`src/rtl/exc_collect.sv`:
```
// Memory-stage exception collector and E->M register feeding CP0; outputs are presented one cycle after E capture.
// Optional data-alignment checking is compiled in with EXC_ALIGN_CHECK_EN; stalled instructions fire their side effects once.
module exc_collect #(
  parameter logic [31:0] RESET_PC = 32'hbfc00000
) (
  input  logic        clk,
  input  logic        resetn,
  input  logic        stall_i,
  input  logic        flush_i,
  input  logic        valid_e,
  input  logic [31:0] pc_e,
  input  logic        ri_e,
  input  logic        sys_e,
  input  logic        bp_e,
  input  logic        eret_e,
  input  logic        ov_e,
  input  logic        mtc0_e,
  input  logic        branch_e,
  input  logic [4:0]  cp0_wa_e,
  input  logic [31:0] cp0_wdata_e,
  input  logic        mem_ld_e,
  input  logic        mem_st_e,
  input  logic [1:0]  mem_size_e,
  input  logic [31:0] mem_addr_e,
  output logic [11:0] error,
  output logic [31:0] BadVaddr,
  output logic [31:0] pcM,
  output logic [4:0]  wa,
  output logic [31:0] cp_wdata,
  output logic        mem_kill
);

  typedef enum logic [1:0] {
    EMPTY = 2'd0,
    FRESH = 2'd1,
    SPENT = 2'd2
  } state_t;

  state_t      state_q;
  logic        in_slot_q;
  logic [11:0] m_err_q;
  logic [31:0] m_pc_q;
  logic [31:0] m_bad_q;
  logic [4:0]  m_wa_q;
  logic [31:0] m_wdata_q;

  logic        fetch_err;
  logic        adel;
  logic        ades;
  logic [11:0] err_d;
  logic [31:0] bad_d;
  logic [11:0] err_w;

  assign fetch_err = |pc_e[1:0];

`ifdef EXC_ALIGN_CHECK_EN
  logic misaligned;
  assign misaligned = ((mem_size_e == 2'd1) && mem_addr_e[0]) ||
                      ((mem_size_e == 2'd2) && (|mem_addr_e[1:0]));
  assign adel = mem_ld_e && misaligned;
  assign ades = mem_st_e && misaligned;
`else
  logic unused_align;
  assign unused_align = ^{mem_ld_e, mem_st_e, mem_size_e, mem_addr_e};
  assign adel = 1'b0;
  assign ades = 1'b0;
`endif

  assign err_d = {mtc0_e, 2'b00, in_slot_q, ov_e, fetch_err, adel, ades,
                  eret_e, bp_e, sys_e, ri_e};
  assign bad_d = fetch_err     ? pc_e :
                 (adel || ades) ? mem_addr_e : 32'h0;

  always_ff @(posedge clk or negedge resetn) begin
    if (!resetn) begin
      state_q   <= EMPTY;
      in_slot_q <= 1'b0;
      m_err_q   <= '0;
      m_pc_q    <= RESET_PC;
      m_bad_q   <= '0;
      m_wa_q    <= '0;
      m_wdata_q <= '0;
    end else if (flush_i) begin
      state_q   <= EMPTY;
      in_slot_q <= 1'b0;
    end else if (!stall_i) begin
      if (valid_e) begin
        state_q   <= FRESH;
        in_slot_q <= branch_e;
        m_err_q   <= err_d;
        m_pc_q    <= pc_e;
        m_bad_q   <= bad_d;
        m_wa_q    <= cp0_wa_e;
        m_wdata_q <= cp0_wdata_e;
      end else begin
        // m_pc_q is kept so a bubble still reports the last real PC.
        state_q <= EMPTY;
      end
    end else if (state_q == FRESH) begin
      state_q <= SPENT;
    end
  end

  always_comb begin
    err_w    = '0;
    BadVaddr = '0;
    pcM      = m_pc_q;
    cp_wdata = '0;
    case (state_q)
      FRESH: begin
        err_w    = m_err_q;
        BadVaddr = m_bad_q;
        cp_wdata = m_wdata_q;
      end
      SPENT: begin
        // Only the delay-slot flag survives so side effects act once.
        err_w    = m_err_q & 12'h100;
        BadVaddr = m_bad_q;
        cp_wdata = m_wdata_q;
      end
      default: begin
        err_w[8] = in_slot_q;
        pcM      = valid_e ? pc_e : m_pc_q;
      end
    endcase
  end

  assign error    = err_w;
  assign wa       = err_w[11] ? m_wa_q : 5'd0;
  assign mem_kill = (|err_w[7:0]) || flush_i || (state_q == EMPTY);

endmodule

```
`config.mk`:
```
export PLATFORM = sky130hd
export DESIGN_NAME = exc_collect
export DESIGN_NICKNAME = d
export VERILOG_FILES = /design/src/rtl/exc_collect.sv
export SDC_FILE = /design/constraint.sdc
export NUM_CORES = 1
export LEC_CHECK = 0
export BUFFER_PORTS_ARGS = -buffer_cell sky130_fd_sc_hd__buf_2
export CAP_MARGIN = 20
export CORE_MARGIN = 2
export CORE_UTILIZATION = 30
export DETAILED_ROUTE_END_ITERATION = 8
export PLACE_DENSITY = 0.52
export SETUP_SLACK_MARGIN = 0.2
export SYNTH_ARGS = -nofsm -noshare
export SYNTH_HDL_FRONTEND = slang
export SYNTH_SLANG_ARGS = --single-unit
export TNS_END_PERCENT = 20
```
`constraint.sdc`:
```
create_clock -name clk -period 2.2 [get_ports clk]
set_input_delay 0 -clock clk [delete_from_list [all_inputs] [get_ports clk]]
set_output_delay 0 -clock clk [all_outputs]
set_load 0.01 [all_outputs]
```
After elaboration in Yosys (flattened, before gate mapping)
Cells that the tools add are included. W data, S select, Z words.

Bits in registers: 112. Latch bits: 0. Memory bits (writable): 0. Bits in read-only memories: 0. Input port bits: 117. Output and inout port bits: 114. Logic and storage cells: 39. Memories: 0.

Add/subtract/negate cells: 0. Multiply operators: 0. Div/mod/pow operators: 0. Magnitude comparators: 0. Equality and inequality tests: 4. Shift operators: 0. Multiplexer cells: 16. Bitwise logic cells: 2. Reductions and logical operators: 10.

Operators with widths (count): $mux W32 (5); $mux W8 (1); $reduce_or A8 Y1 (1); $mux W2 (3); $mux W1 (5); $mux W5 (1); $reduce_and A2 Y1 (2); $reduce_or A2 Y1 (2); $mux W3 (1); $ne A3 B1 Y1 const B (1); $reduce_and A3 Y1 (1); $eq A2 B1 Y1 const B (1); $eq A2 B2 Y1 const B (1); $logic_not A2 Y1 (1); $logic_or A1 B1 Y1 (2); $ne A2 B1 Y1 const B (1); $not A1 Y1 (2); $reduce_bool A2 Y1 (1).

Logic depth before layout (Yosys ltp)
Gate-level depths: netlist of run 1.

Depth after elaboration: 5. Mapped depth: 6. Mapped depth without buffers: 5.

Worst setup path before layout of run 1
OpenSTA, ideal clock, no wires.

Kind: flip-flop to output port. Start: register state_q[0]. End: output pcM[5]. Data arrival time: 1.537 ns. Required time: 2.200 ns. Setup slack: 0.663 ns. Stages on the path, launching flop included: 7. Buffers on the path: 2. Path through: dfrtp_1 -> inv_1 -> ha_1 -> nor2b_1 -> clkbuf_1 -> buf_4 -> mux2_1.

Word-level cells in the longest chain between the ends: 3. Elaborated cells between the ends (all ways): 4. Those cells by class: eq/ne: 2; mux: 1; reduce/logical: 1.

Ends and longest elaborated chain: from (decl) (RTL line 39) `state_t state_q;`; from (signal assigned) (RTL line 76) `state_q <= EMPTY;`; from (signal assigned) (RTL line 84) `state_q <= EMPTY;`; from (signal assigned) (RTL line 88) `state_q <= FRESH;`; $eq A2 B1 Y1 / $eq A2 B2 Y1 (equally long branches) (RTL line 109) `case (state_q)`; $reduce_or A2 Y1 (no source line) *; $mux W32 * (RTL line 109); to (decl) (RTL line 27) `output logic [31:0] pcM,`.

Mark *: on every way between the ends. The rest lies on a longest branch, timed or not.

Final worst setup path of run 1
Start: register state_q[0]. End: output pcM[8].

Same word-level chain as after synthesis.

==> flow_summary_export.csv, run 1 <==
group,metric,value,unit
sta,finalCritPeriodShare,0.892,
drt,first_iter_violations,155,
sta,rsz0062_at_grt,"true",
global_routing,overflow,0,
layout,final_layout_size_suffix_gt1_frac,0.307,
critical_path,crit_arrival,1.96,ns
critical_path,cp_slowest_cell,"dfrtp_1",
critical_path,critPathMaxStageDelay,0.41,ns
sta,setup-tns-final,0,ns
yosys,synth_area,5300,sq um
clocking,worst_skew_pair.late_latency,0.35,ns
die,rows,48,
yosys,avgSynthCellArea,8.67,sq um
clocking,cts_tree,"done",
pwr,ir_drop,354,uV
critical_path,worstSetupStartpointType,"flip-flop",
yosys,synth_seq_cells,112,
clocking,clockBufferDepth,2,
global_routing,antenna_found_initial,0,
layout,final_common_cell,"nand2_1",
sta,fmax,510,MHz
critical_path,path_delay_family,"buffers and inverters",
sta,setup_violations,0,
yosys,yosysSeqAreaShare,0.531,
critical_path,cp.required,2.20,ns
critical_path,rrSetupSlack,0.45,ns
global_routing,grt_start_max_net_pins,63,
layout,design_area,7700,sq um
die,fp.coreArea,17300,sq um
drt,wl_per_cell,13.4,um
yosys,ys_types,26,
drt,vias,4698,
layout,fin_util,0.445,
drt,antenna_left,0,
placed_design,portBuffers,190,
die,die-area,18700,sq um
placed_design,dp.cells,995,
critical_path,r2r_cells,5,
run,cap_violations,0,
sta,relSlewSlack,0.520,
die,start_util,0.306,
pwr,p_leak,0.00423,uW
placed_design,place.gp.congestion,0.736,
drt,drc,0,
placed_design,dpl.hpwl,9130,um
sta,maxSlewViolCount,0,
pwr,finalPower,5270,uW
yosys,yosys_warnings,0,
layout,stdcell_count,1096,
layout,nFillCells,1678,
pwr,power_density,685,nW/um^2
die,die_x,137,um
layout,diodes,0,
clocking,ctsRootBufferMaster,"clkbuf_16",
sta,fin_crit,1.96,ns
drt,via_per_inst,4.29,
sta,max_slew.worst_pin.slew,0.717,ns
global_routing,grt_pass1_vias,4439,
critical_path,cp_num_buf_inv,4,
die,die_h,137,um
critical_path,crit_chain,"inv_2 -> ha_4 -> nor2b_4 -> buf_12 -> clkbuf_16 -> mux2_2 -> buf_2",
layout,final_cell_mix,"nand2_1 (296), buf_2 (185), dfrtp_1 (103)",
die,io_pins,231,
run_status,status,"finished, final reports clean",
critical_path,reg2reg_to,"state_q[0]$_DFFE_PN0P_",
layout,synthToLayoutAreaGrowth,45.4,%
clocking,cts_htree_levels,3,
hold_path,hold_class,"primary input to async pin",
drt,drtPass1Iterations,4,
clocking,cts.clk_slew.worst_paths,0.07,ns
critical_path,end_kind,"output pin",
sta,worst_clock_skew,0.00512,ns
global_routing,grt_use_total,0.150,
global_routing,grt_first_pass_wirelength,22300,um
placed_design,placed_area,6440,sq um
drt,finalWirelength,14700,um
yosys,synth_cells,611,
critical_path,critical_path_class,"flip-flop to output pin",
clocking,cts_made_buffers,9,
critical_path,r2r-start,"state_q[1]$_DFFE_PN0P_",
layout,final_nets,985,
critical_path,cp_max_fo,6,
sta,final_hold_viol_count,0,
clocking,cts.sink_count,112,
-- cells by family after synthesis --
kind of cell | after synthesis | synth area share
compound gates | 3 | 0.00331
fa+ha+maj | 2 | 0.00472
buf+inv | 46 | 0.0482
flops | 112 | 0.531
mux | 33 | 0.0701
other cells | 1 | 0.000708
simple gates | 414 | 0.342
-- Yosys cell counts --
cell type	instances	area, sq um
nand2_1	296	1110
dfrtp_1	103	2580
and2_1	71	444
mux2_2	31	349
nand3_1	31	155
buf_2	18	90.1
buf_4	10	75.1
clkbuf_1	10	37.5
dfstp_2	9	236
and3_1	5	31.3
buf_1	3	11.3
buf_6	3	33.8
a21oi_1	2	10.0
ha_1	2	25.0
inv_1	2	7.51
mux2_1	2	22.5
nand3b_1	2	15.0
nor2_1	2	7.51
nor3b_1	2	15.0
conb_1	1	3.75
nand2b_1	1	6.26
nor2b_1	1	6.26
nor3_1	1	5.00
o31ai_1	1	7.51
or2_2	1	6.26
or3b_1	1	8.76
-- power breakdown --
group	switching [uW]	leakage, uW	internal [uW]
combinational	574	0.00271	571
sequential	149	0.00139	2390
clock	755	0.000135	833
total	1480	0.00423	3800
-- state kept, by name, indices dropped and copies added, names as in the netlist --
name and cells:
in_slot_q 1, m_err_q 8, m_pc_q 32, state_q 2
m_wa_q 5, m_bad_q 32, m_wdata_q 32
-- metal layers --
| metal | vias to the layer above | GRT usage | wire (um) |
|---|---|---|---|
| met4 | 0 | 0.0510 | 160 |
| met1 | 2169 | 0.200 | 6830 |
| met2 | 124 | 0.242 | 6840 |
| met3 | 11 | 0.0341 | 888 |
| li1 | 2394 | - | - |
| met5 | - | 0 | 0 |
-- repair_timing --
| item | CTS | global route |
|---|---|---|
| endpoints found under the setup margin | 70 | 71 |
| resized for setup | 6 | 11 |
| gates cloned | 0 | 4 |
| hold endpoints to repair | 194 | 0 |
| hold buffers | 80 | 0 |
| buffers inserted | 0 | 1 |
-- how the worst max path moves through the flow --
stage                                      start           end  slack (ns)  depth (start not counted)
after floorplan           state_q[0]$_DFFE_PN0P_        pcM[5]        0.66                          6
after global routing      state_q[0]$_DFFE_PN0P_        pcM[8]        0.16                          7
after global placement    state_q[0]$_DFFE_PN0P_  cp_wdata[24]        0.42                          6
after detailed placement  state_q[0]$_DFFE_PN0P_   BadVaddr[0]        0.45                          6
after CTS                 state_q[0]$_DFFE_PN0P_        pcM[0]        0.17                          6
final                     state_q[0]$_DFFE_PN0P_        pcM[8]        0.24                          7
-- final cells by class --
cell class              instances  area, sq um  share of cell area
repair buffers                285         2040               0.265
multi-input cells             456         2270               0.295
clock buffers                  12          256              0.0333
well taps                     225          282              0.0365
clock inverters                 4         28.8             0.00374
flip-flops and latches        112         2810               0.365
inverters                       2         7.51            0.000975
-- per-stage QoR --
stage	worst slack [ns]	hold WS (ns)
after global placement	0.419	-0.0321
final	0.238	0.134
after global routing	0.164	0.165
after CTS	0.172	0.134
after floorplan	0.663	-0.296
after detailed placement	0.448	-0.0345
No activity file was read; power rests on OpenSTA's default activity.
==> run 2: changes to the inputs <==
--- a/config.mk
+++ b/config.mk
@@ -5,12 +5,13 @@
 export SDC_FILE = /design/constraint.sdc
 export NUM_CORES = 1
 export LEC_CHECK = 0
+export ABC_AREA = 1
 export BUFFER_PORTS_ARGS = -buffer_cell sky130_fd_sc_hd__buf_2
 export CAP_MARGIN = 20
 export CORE_MARGIN = 2
 export CORE_UTILIZATION = 30
 export DETAILED_ROUTE_END_ITERATION = 8
-export PLACE_DENSITY = 0.52
+export PLACE_DENSITY = 0.51
 export SETUP_SLACK_MARGIN = 0.2
 export SYNTH_ARGS = -nofsm -noshare
 export SYNTH_HDL_FRONTEND = slang
==> run 2 against run 1 <==
Clock power increased by 23%. Register-to-register slack improved by 0.54 ns. Clock skew shrank 0.0048 ns. First-iteration DRC count grew 88%. Via count up 24%. Combinational power increased by 15%.
==> flow_summary_export.csv, run 2 <==
group,metric,value,unit
placed_design,place_ws,0.430,ns
critical_path,critPathLaunch,"state_q[0]$_DFFE_PN0P_",
yosys,synth_area,5870,sq um
critical_path,cp_max_fo,10,
global_routing,grt_start_max_net_pins,79,
global_routing,grt_use_total,0.166,
yosys,synth-simple-area-share,0.332,
critical_path,crit_arrival,1.94,ns
layout,final_nets,1236,
critical_path,cp.required,2.20,ns
placed_design,portBuffers,190,
yosys,synth_cells,868,
sta,setup-tns-final,0,ns
sta,worst_clock_skew,0.000288,ns
sta,fin_crit,1.94,ns
die,die_h,144,um
die,io_pins,231,
pwr,p_leak,0.00537,uW
yosys,async_reset_ff_frac,1.00,
global_routing,grt_pass1_vias,5479,
yosys,synth_top_family_by_area,"simple AND/OR/NAND/NOR gates",
global_routing,overflow,0,
placed_design,dp.cells,1285,
yosys,synth_compound_area_frac,0.0290,
clocking,cts_tree,"done",
yosys,synth_area_leaders,"dfrtp_1 (44%), nand2_1 (24%), inv_1 (11%), nand3_1 (6.7%), dfstp_2 (4.0%)",
critical_path,critical_path_class,"flip-flop to output pin",
layout,final_common_cell,"nand2_1",
critical_path,cp-endpoint,"pcM[4]",
die,rows,51,
clocking,cts.sink_count,112,
global_routing,antenna_found_initial,0,
drt,wl_per_cell,12.9,um
clocking,worst_skew_pair.late_latency,0.35,ns
drt,vias,5849,
yosys,avgSynthCellArea,6.76,sq um
drt,first_iter_violations,291,
layout,reg_top3,"m_bad_q (32), m_pc_q (32), m_wdata_q (32)",
clocking,cts_made_buffers,9,
critical_path,rrSetupSlack,0.99,ns
placed_design,place.gp.congestion,0.753,
yosys,yosysSeqAreaShare,0.480,
pwr,power_density,693,nW/um^2
clocking,cts.clk_slew.worst_paths,0.07,ns
yosys,synth_xor_area_frac,0,
yosys,synth_edf_count,0,
sta,relSlewSlack,0.609,
global_routing,grt_use_met3,0.0290,
layout,stdcell_count,1387,
clocking,cts_htree_levels,3,
yosys,yosys_warnings,0,
sta,max_slew.worst_pin.slew,0.587,ns
sta,layout_setup_ws,0.257,ns
drt,antenna_left,0,
drt,finalWirelength,17900,um
sta,setup_violations,0,
yosys,ys_types,16,
die,die-area,20700,sq um
critical_path,end_kind,"output pin",
layout,final_layout_size_suffix_gt1_frac,0.215,
layout,synthToLayoutAreaGrowth,43.1,%
layout,fin_util,0.434,
drt,via_per_inst,4.22,
critical_path,worstSetupStartpointType,"flip-flop",
sta,maxSlewViolCount,0,
placed_design,dpl.hpwl,10300,um
layout,final_cell_mix,"nand2_1 (369), buf_2 (188), inv_1 (176)",
yosys,synth_top_area_frac,0.439,
sta,final_hold_viol_count,0,
run,cap_violations,0,
die,die_x,144,um
yosys,yosysTopAreaCell,"dfrtp_1",
drt,drc,0,
yosys,synth_ff_type,"dfrtp_1",
drt,drtPass1Iterations,4,
die,fp.coreArea,19300,sq um
layout,nFillCells,2068,
run_status,status,"finished, final reports clean",
sta,finalCritPeriodShare,0.883,
yosys,synthTopCellsByCount,"nand2_1 (369), inv_1 (177), dfrtp_1 (103)",
hold_path,hold_class,"primary input to flip-flop",
critical_path,r2r_cells,5,
clocking,ctsRootBufferMaster,"clkbuf_16",
pwr,ir_drop,389,uV
critical_path,r2r-start,"state_q[0]$_DFFE_PN0P_",
sta,rsz0062_at_grt,"true",
yosys,synth_seq_cells,112,
yosys,synthAdderAreaFrac,0.00426,
die,start_util,0.304,
global_routing,grt_first_pass_wirelength,27200,um
critical_path,reg2reg_to,"state_q[0]$_DFFE_PN0P_",
yosys,synth_mux_area_frac,0,
global_routing,use_met2,0.280,
global_routing,grt.busiest_layer,"met2",
layout,diodes,0,
clocking,clockBufferDepth,2,
sta,fmax,515,MHz
global_routing,use_met1,0.220,
yosys,post-synth-top-count-cell,"nand2_1",
[run 2: cell types whose count changed after synthesis, moves of 5 or more]
cell      before  now
clkbuf_1      10   18
and3_1         5    0
nand3_1       31   78
nand2_1      296  369
buf_1          3   11
mux2_2        31    0
inv_1          2  177
o21ai_0        0   33
and2_1        71    0
nor2_1         2   40
[run 2: worst min path at each step]
stage | cells after the start | endpoint | start | slack (ns)
finish | 4 | state_q[1]$_DFFE_PN0P_ | flush_i | 0.04
floorplan | 0 | in_slot_q$_DFFE_PN0P_ | resetn | -0.30
detailed placement | 1 | m_wdata_q[0]$_DFFE_PN0P_ | resetn | 0.03
global route | 4 | state_q[1]$_DFFE_PN0P_ | flush_i | 0.07
global placement | 1 | m_wdata_q[0]$_DFFE_PN0P_ | resetn | 0.02
CTS | 4 | state_q[1]$_DFFE_PN0P_ | flush_i | 0.02
[run 2: worst max-delay path, stage by stage, from the launching register on]
cell and delay [ns]:
dfrtp_1 0.40, inv_1 0.07, ha_2 0.31, inv_6 0.12, nand2_8 0.10, clkbuf_16 0.21, o21ai_0 0.20, buf_2 0.17
[run 2: final cells by class]
type | instances | area [sq um] | share of cell area
flip-flops and latches | 112 | 2810 | 0.335
multi-input cells | 532 | 2210 | 0.264
repair buffers | 285 | 2020 | 0.240
inverters | 177 | 669 | 0.0797
well taps | 265 | 332 | 0.0395
clock buffers | 9 | 225 | 0.0268
clock inverters | 7 | 126 | 0.0151
[run 2: logic make-up (layout without fill, tap and decap cells)]
| kind of cell | Yosys count | in the layout |
|---|---|---|
| fa+ha+maj | 2 | 2 |
| other cells | 1 | 4 |
| compound gates | 34 | 34 |
| flops | 112 | 112 |
| simple gates | 490 | 492 |
| buf+inv | 229 | 478 |
[run 2: stage by stage]
step	area (sq um)	power [uW]	hold slack, ns
2_1_floorplan	5880	3260	-0.296
3_3_place_gp	7100	3740	0.0246
3_5_place_dp	7100	3750	0.0291
4_1_cts	8250	5840	0.0222
5_1_grt	8400	6200	0.0683
6_report	8400	5820	0.0379
[run 2: layer usage]
layer,wire [um],part of all wire
met1,8490,0.48
met4,191,0.011
met5,0,0
met3,846,0.047
met2,8350,0.47
[run 2: where the power goes]
part | internal, uW | total (uW) | leakage (uW) | switching (uW)
Combinational | 562 | 1310 | 0.00381 | 746
Clock | 1130 | 1950 | 0.000168 | 823
Sequential | 2390 | 2560 | 0.00139 | 166
Total | 4080 | 5820 | 0.00537 | 1740
[run 2: what timing repair did]
action | 4_1_cts | 5_1_grt
gates resized for setup | 4 | 12
gates cloned | 0 | 6
setup endpoints to repair | 90 | 78
endpoints found under the hold margin | 146 | 0
hold buffers | 78 | 0
setup buffers | 0 | 2
